**src/rtl/core_mem_arbiter.sv**
```systemverilog
// Two-requester (fetch / load-store) arbiter onto one shared memory port with anti-starvation.
// Define ARB_TIMEOUT_EN to build in the bus watchdog that aborts stalled transfers.
module core_mem_arbiter #(
    parameter int STARVE_MAX     = 4,
    parameter int TIMEOUT_CYCLES = 255
) (
    input  logic        CLK,
    input  logic        NRST,
    input  logic        IF_REQ,
    input  logic [31:0] IF_ADDR,
    output logic [31:0] IF_RDATA,
    output logic        IF_DONE,
    input  logic        D_REQ,
    input  logic        D_WE,
    input  logic [31:0] D_ADDR,
    input  logic [31:0] D_WDATA,
    input  logic [3:0]  D_STRB,
    output logic [31:0] D_RDATA,
    output logic        D_DONE,
    output logic        BUS_VALID,
    output logic        BUS_WE,
    output logic [31:0] BUS_ADDR,
    output logic [31:0] BUS_WDATA,
    output logic [3:0]  BUS_STRB,
    input  logic        BUS_READY,
    input  logic [31:0] BUS_RDATA,
    output logic        MEM_BUSY,
    output logic        BUS_ERR
);

    localparam logic [31:0] NOP_INSN = 32'h0000_0013;
    localparam int          SW       = $clog2(STARVE_MAX + 1);
    localparam logic [SW-1:0] STARVE_LIM = SW'(STARVE_MAX);

    typedef enum logic [1:0] {IDLE, IF_XFER, D_XFER} state_t;

    state_t        state, next_state;
    logic          if_pend, d_pend;
    logic [31:0]   if_addr_q, d_addr_q, d_wdata_q;
    logic          d_we_q;
    logic [3:0]    d_strb_q;
    logic [SW-1:0] starve_cnt;
    logic          abort, if_end, d_end, if_take, d_take, grant_if, grant_d;

    assign if_end   = (state == IF_XFER) && (BUS_READY || abort);
    assign d_end    = (state == D_XFER)  && (BUS_READY || abort);
    // Completion frees the slot on the same edge, so the owner may re-request then.
    assign if_take  = IF_REQ && (!if_pend || if_end);
    assign d_take   = D_REQ  && (!d_pend  || d_end);
    assign grant_if = (state == IDLE) && (next_state == IF_XFER);
    assign grant_d  = (state == IDLE) && (next_state == D_XFER);
    assign MEM_BUSY = d_pend;

    // NOTE: sequential state uses non-blocking assignments so every register sees pre-edge values.
    always_ff @(posedge CLK) begin
        if (!NRST) state <= IDLE;
        else       state <= next_state;
    end

    // NOTE: next_state gets a default first so no path through the case infers a latch.
    always_comb begin
        next_state = state;
        case (state)
            IDLE: begin
                if (d_pend && (!if_pend || starve_cnt != STARVE_LIM)) next_state = D_XFER;
                else if (if_pend)                                   next_state = IF_XFER;
            end
            IF_XFER, D_XFER: if (BUS_READY || abort) next_state = IDLE;
            default: next_state = IDLE;
        endcase
    end

    always_comb begin
        BUS_VALID = 1'b0;
        BUS_WE    = 1'b0;
        BUS_ADDR  = '0;
        BUS_WDATA = '0;
        BUS_STRB  = '0;
        case (state)
            IF_XFER: begin
                BUS_VALID = 1'b1;
                BUS_ADDR  = if_addr_q;
                BUS_STRB  = 4'hF;
            end
            D_XFER: begin
                BUS_VALID = 1'b1;
                BUS_WE    = d_we_q;
                BUS_ADDR  = d_addr_q;
                BUS_WDATA = d_wdata_q;
                BUS_STRB  = d_strb_q;
            end
            default: ;
        endcase
    end

    always_ff @(posedge CLK) begin
        if (!NRST) begin
            if_pend <= 1'b0;
            d_pend  <= 1'b0;
        end else begin
            if (if_take)     if_pend <= 1'b1;
            else if (if_end) if_pend <= 1'b0;
            if (d_take)      d_pend  <= 1'b1;
            else if (d_end)  d_pend  <= 1'b0;
        end
    end

    // NOTE: request fields are only observed while their pending flag is set, so they carry no reset.
    always_ff @(posedge CLK) begin
        if (if_take) if_addr_q <= IF_ADDR;
        if (d_take) begin
            d_we_q    <= D_WE;
            d_addr_q  <= D_ADDR;
            d_wdata_q <= D_WDATA;
            d_strb_q  <= D_STRB;
        end
    end

    always_ff @(posedge CLK) begin
        if (!NRST)                                            starve_cnt <= '0;
        else if (grant_if)                                    starve_cnt <= '0;
        else if (grant_d && if_pend && starve_cnt != STARVE_LIM) starve_cnt <= starve_cnt + 1'b1;
    end

    always_ff @(posedge CLK) begin
        if (!NRST) begin
            IF_DONE  <= 1'b0;
            D_DONE   <= 1'b0;
            IF_RDATA <= NOP_INSN;
            D_RDATA  <= '0;
        end else begin
            IF_DONE <= if_end;
            D_DONE  <= d_end;
            if (if_end)            IF_RDATA <= abort ? NOP_INSN : BUS_RDATA;
            if (d_end && !d_we_q)  D_RDATA  <= abort ? 32'h0 : BUS_RDATA;
        end
    end

`ifdef ARB_TIMEOUT_EN
    localparam int WW = $clog2(TIMEOUT_CYCLES + 1);
    logic [WW-1:0] wd_cnt;

    assign abort = (state != IDLE) && !BUS_READY && (wd_cnt == WW'(TIMEOUT_CYCLES - 1));

    always_ff @(posedge CLK) begin
        if (!NRST)                                   wd_cnt <= '0;
        else if (state != IDLE && !BUS_READY && !abort) wd_cnt <= wd_cnt + 1'b1;
        else                                         wd_cnt <= '0;
    end

    always_ff @(posedge CLK) begin
        if (!NRST) BUS_ERR <= 1'b0;
        else       BUS_ERR <= abort;
    end
`else
    // Keeps the watchdog parameter referenced when the watchdog is compiled out.
    localparam int unused_timeout = TIMEOUT_CYCLES;
    assign abort   = 1'b0;
    assign BUS_ERR = 1'b0;
`endif

endmodule

```
**config.mk**
```make
export PLATFORM = sky130hd
export DESIGN_NAME = core_mem_arbiter
export DESIGN_NICKNAME = d
export VERILOG_FILES = /design/src/rtl/core_mem_arbiter.sv
export SDC_FILE = /design/constraint.sdc
export NUM_CORES = 1
export LEC_CHECK = 0
export BUFFER_PORTS_ARGS = -buffer_cell sky130_fd_sc_hd__clkbuf_2
export CAP_MARGIN = 20
export CORE_ASPECT_RATIO = 0.8
export CORE_MARGIN = 1
export CORE_UTILIZATION = 45
export CTS_BUF_LIST = sky130_fd_sc_hd__clkbuf_4 sky130_fd_sc_hd__clkbuf_8
export CTS_CLUSTER_DIAMETER = 200
export DETAILED_ROUTE_END_ITERATION = 10
export GPL_TIMING_DRIVEN = 0
export HOLD_SLACK_MARGIN = 0.02
export PLACE_DENSITY_LB_ADDON = 0.2
export SLEW_MARGIN = 10
export SYNTH_ARGS = -nofsm -noshare
export SYNTH_HDL_FRONTEND = slang
export SYNTH_SLANG_ARGS = --single-unit
```
**constraint.sdc**
```tcl
create_clock -name CLK -period 6.8 [get_ports CLK]
set_input_delay 1.36 -clock CLK [delete_from_list [all_inputs] [get_ports CLK]]
set_output_delay 1.36 -clock CLK [all_outputs]
set_load 0.02 [all_outputs]
```
==> impl_metrics.yaml <==
die:
  die_y_um: 111
  initial_core_util_pct: 46.4
  dieArea_sq_um: 15300
  io_pins: 276
  core.rowCount: 39
  core-area_sq_um: 14300
  die_w_um: 138
timing:
  worst_hold_slack_ns: 0.470
  post-route-min-period_ns: 3.82
  finalMaxSlewViolations: 0
  finalWorstSetupSlack_ns: 2.98
  fin_crit_sh_pct: 56.2
  setup_violations: 0
  worst_pin_slew_ns: 0.809
  finClkSkew_ns: 0.00783
  rsz0062_at_grt: "false"
  relSlewSlack_pct: 45.9
  final_hold_viol_count: 0
  max_freq_ghz: 0.262
power_and_ir_drop:
  ir_drop_mv: 0.201
  p_leak_nw: 3.65
  power_density_nw_per_um2: 261
synth:
  synth_edf_count: 101
  synth_flop_cell: "edfxtp_1"
  synth-async-reset-ratio_pct: 0
  yosys.cell_types.count: 32
  synth_nets: 707
  synth.largest_area_cell: "edfxtp_1"
  synthCells: 563
  yosysWarnings: 0
  syn_area_sq_um: 6650
  synth_common_cells: "nand2_1, edfxtp_1, dfxtp_1"
  synth_area_leaders: "edfxtp_1, dfxtp_1, nand2_1"
  ys_seq_elements: 174
  seq_area_frac_synth_pct: 67.6
  synth.most_common_cell: "nand2_1"
  syn_area_per_cell_sq_um: 11.8
  yosys.area.top_type_share_pct: 45.6
routing:
  antenna_left: 0
  wire_per_inst_um: 15.8
  routed_wl_um: 16600
  drc: 0
  drt_iter0_markers: 206
  drt-vias-per-instance: 4.91
  via_count: 5180
  first_pass_iters: 4
place:
  dp.cells: 1023
  place.gp.congestion: 0.813
  hpwl_um: 12700
  place.port_buffers: 273
  preCtsSetupSlack_ns: 3.44
cts:
  h-tree-depth: 4
  hold_buffers: 0
  cts_resized: 0
  max-clock-path-buffers: 2
  numCtsBuffers: 17
  path_clk_slew_ns: 0.09
  cts_setup_buffers: 0
  cts.sinks: 174
  cts_tree: "built"
  insertion_delay_ns: 0.46
  cts_root_buffer: "clkbuf_8"
global_route:
  grt_use_total_pct: 22.1
  grt_pass1_vias: 4981
  grt_overflow: 0
  grt_max_degree: 28
  antenna_found_initial: 0
  grt_pass1_wl_um: 25200
layout:
  syn2layout_area_growth_pct: 32.5
  multi_input_area_sq_um: 1990
  diodes: 0
  fin_nets: 1002
  stdcell_count: 1055
  drive_above_1_share_pct: 37.1
  regArea_sq_um: 4490
  nFillCells: 1201
setup_path:
  cp-start-kind: "register"
  arrival_ns: 2.46
  r2r_slack_ns: 4.32
  crit_required_ns: 5.44
  cp-end-kind: "output port"
  cp_max_fo: 10
  worstSetupPathType: "register to output port"
outcome:
  status: "complete, no violations"
worst_hold_path:
  hold_class: "register to register"
flow_run:
  max_cap_violations: 0
-- layout make-up --
| class | count | share of cell area (%) |
|---|---|---|
| buffer | 39 | 1.86 |
| clock buffer | 17 | 2.65 |
| tap | 184 | 2.61 |
| sequential | 174 | 51.0 |
| timing repair buffer | 276 | 16.4 |
| inverter | 6 | 0.256 |
| clock inverter | 15 | 2.65 |
| multi-input combinational | 344 | 22.6 |
-- per-stage QoR --
step | util, % | TNS [ns] | instance area [sq um] | power (mW)
finish | 61.4 | 0 | 8810 | 2.30
global route | 61.4 | 0 | 8810 | 2.40
CTS | 61.4 | 0 | 8810 | 2.32
detailed placement | 58.2 | 0 | 8350 | 1.50
global placement | 57.5 | -12.44 | 8250 | 1.48
floorplan | - | 0 | 6650 | 1.37
-- power breakdown --
group | switching (mW) | leakage [nW] | internal [mW]
sequential | 0.0179 | 1.55 | 1.17
combinational | 0.169 | 1.87 | 0.110
clock | 0.391 | 0.231 | 0.444
-- logic make-up after synthesis --
kind of cell / count (synthesis) / share of synthesized area (%)
flops: 174 / 67.6
fa+ha+maj: 6 / 1.13
simple gates: 224 / 15.9
other cells: 1 / 0.0564
buf+inv: 45 / 2.80
compound gates: 113 / 12.6
-- routing by layer --
layer | global-route usage (%) | up-vias | part of all wire, %
met5 | 0 | - | 0
met4 | 8.99 | 0 | 2.0
met3 | 6.68 | 28 | 8.0
met2 | 36.4 | 192 | 49
met1 | 26.8 | 2424 | 41
li1 | - | 2536 | -
-- path summary, 6_finish.rpt --
path | to | depth (start not counted) | startpoint
max | BUS_ADDR[3] | 7 | state[1]$_SDFF_PN0_
min | IF_RDATA[5]$_SDFFE_PN0P_ | 2 | IF_RDATA[5]$_SDFFE_PN0P_
max reg2reg | d_wdata_q[8]$_DFFE_PP_ | 7 | state[0]$_SDFF_PN0_
min reg2reg | IF_RDATA[5]$_SDFFE_PN0P_ | 2 | IF_RDATA[5]$_SDFFE_PN0P_
-- cell usage in the layout (no fill, tap or decap), drive strengths merged, types with 6 or more instances in the layout --
cell type / instances
nand2: 132
a21oi: 8
clkbuf: 315
a22oi: 32
ha: 6
nor2b: 38
dfxtp: 73
a21boi: 63
edfxtp: 101
buf: 17
and2: 35
inv: 10
-- state kept, by name, indices dropped and copies added, names as in the netlist --
register and count:
d_addr_q 32, IF_RDATA 32, state 2, if_pend 1
d_strb_q 4, D_RDATA 32, d_wdata_q 32, MEM_BUSY 1
D_DONE 1, starve_cnt 3, if_addr_q 32, IF_DONE 1
d_we_q 1
-- worst max-delay path, cell delays in order, from the launching register on --
cell,delay (ns)
dfxtp_1,0.34
inv_1,0.10
ha_1,0.18
clkbuf_1,0.43
buf_1,0.48
a22oi_1,0.14
nor2b_1,0.15
clkbuf_2,0.19
Power figures use the tool's default switching activity.
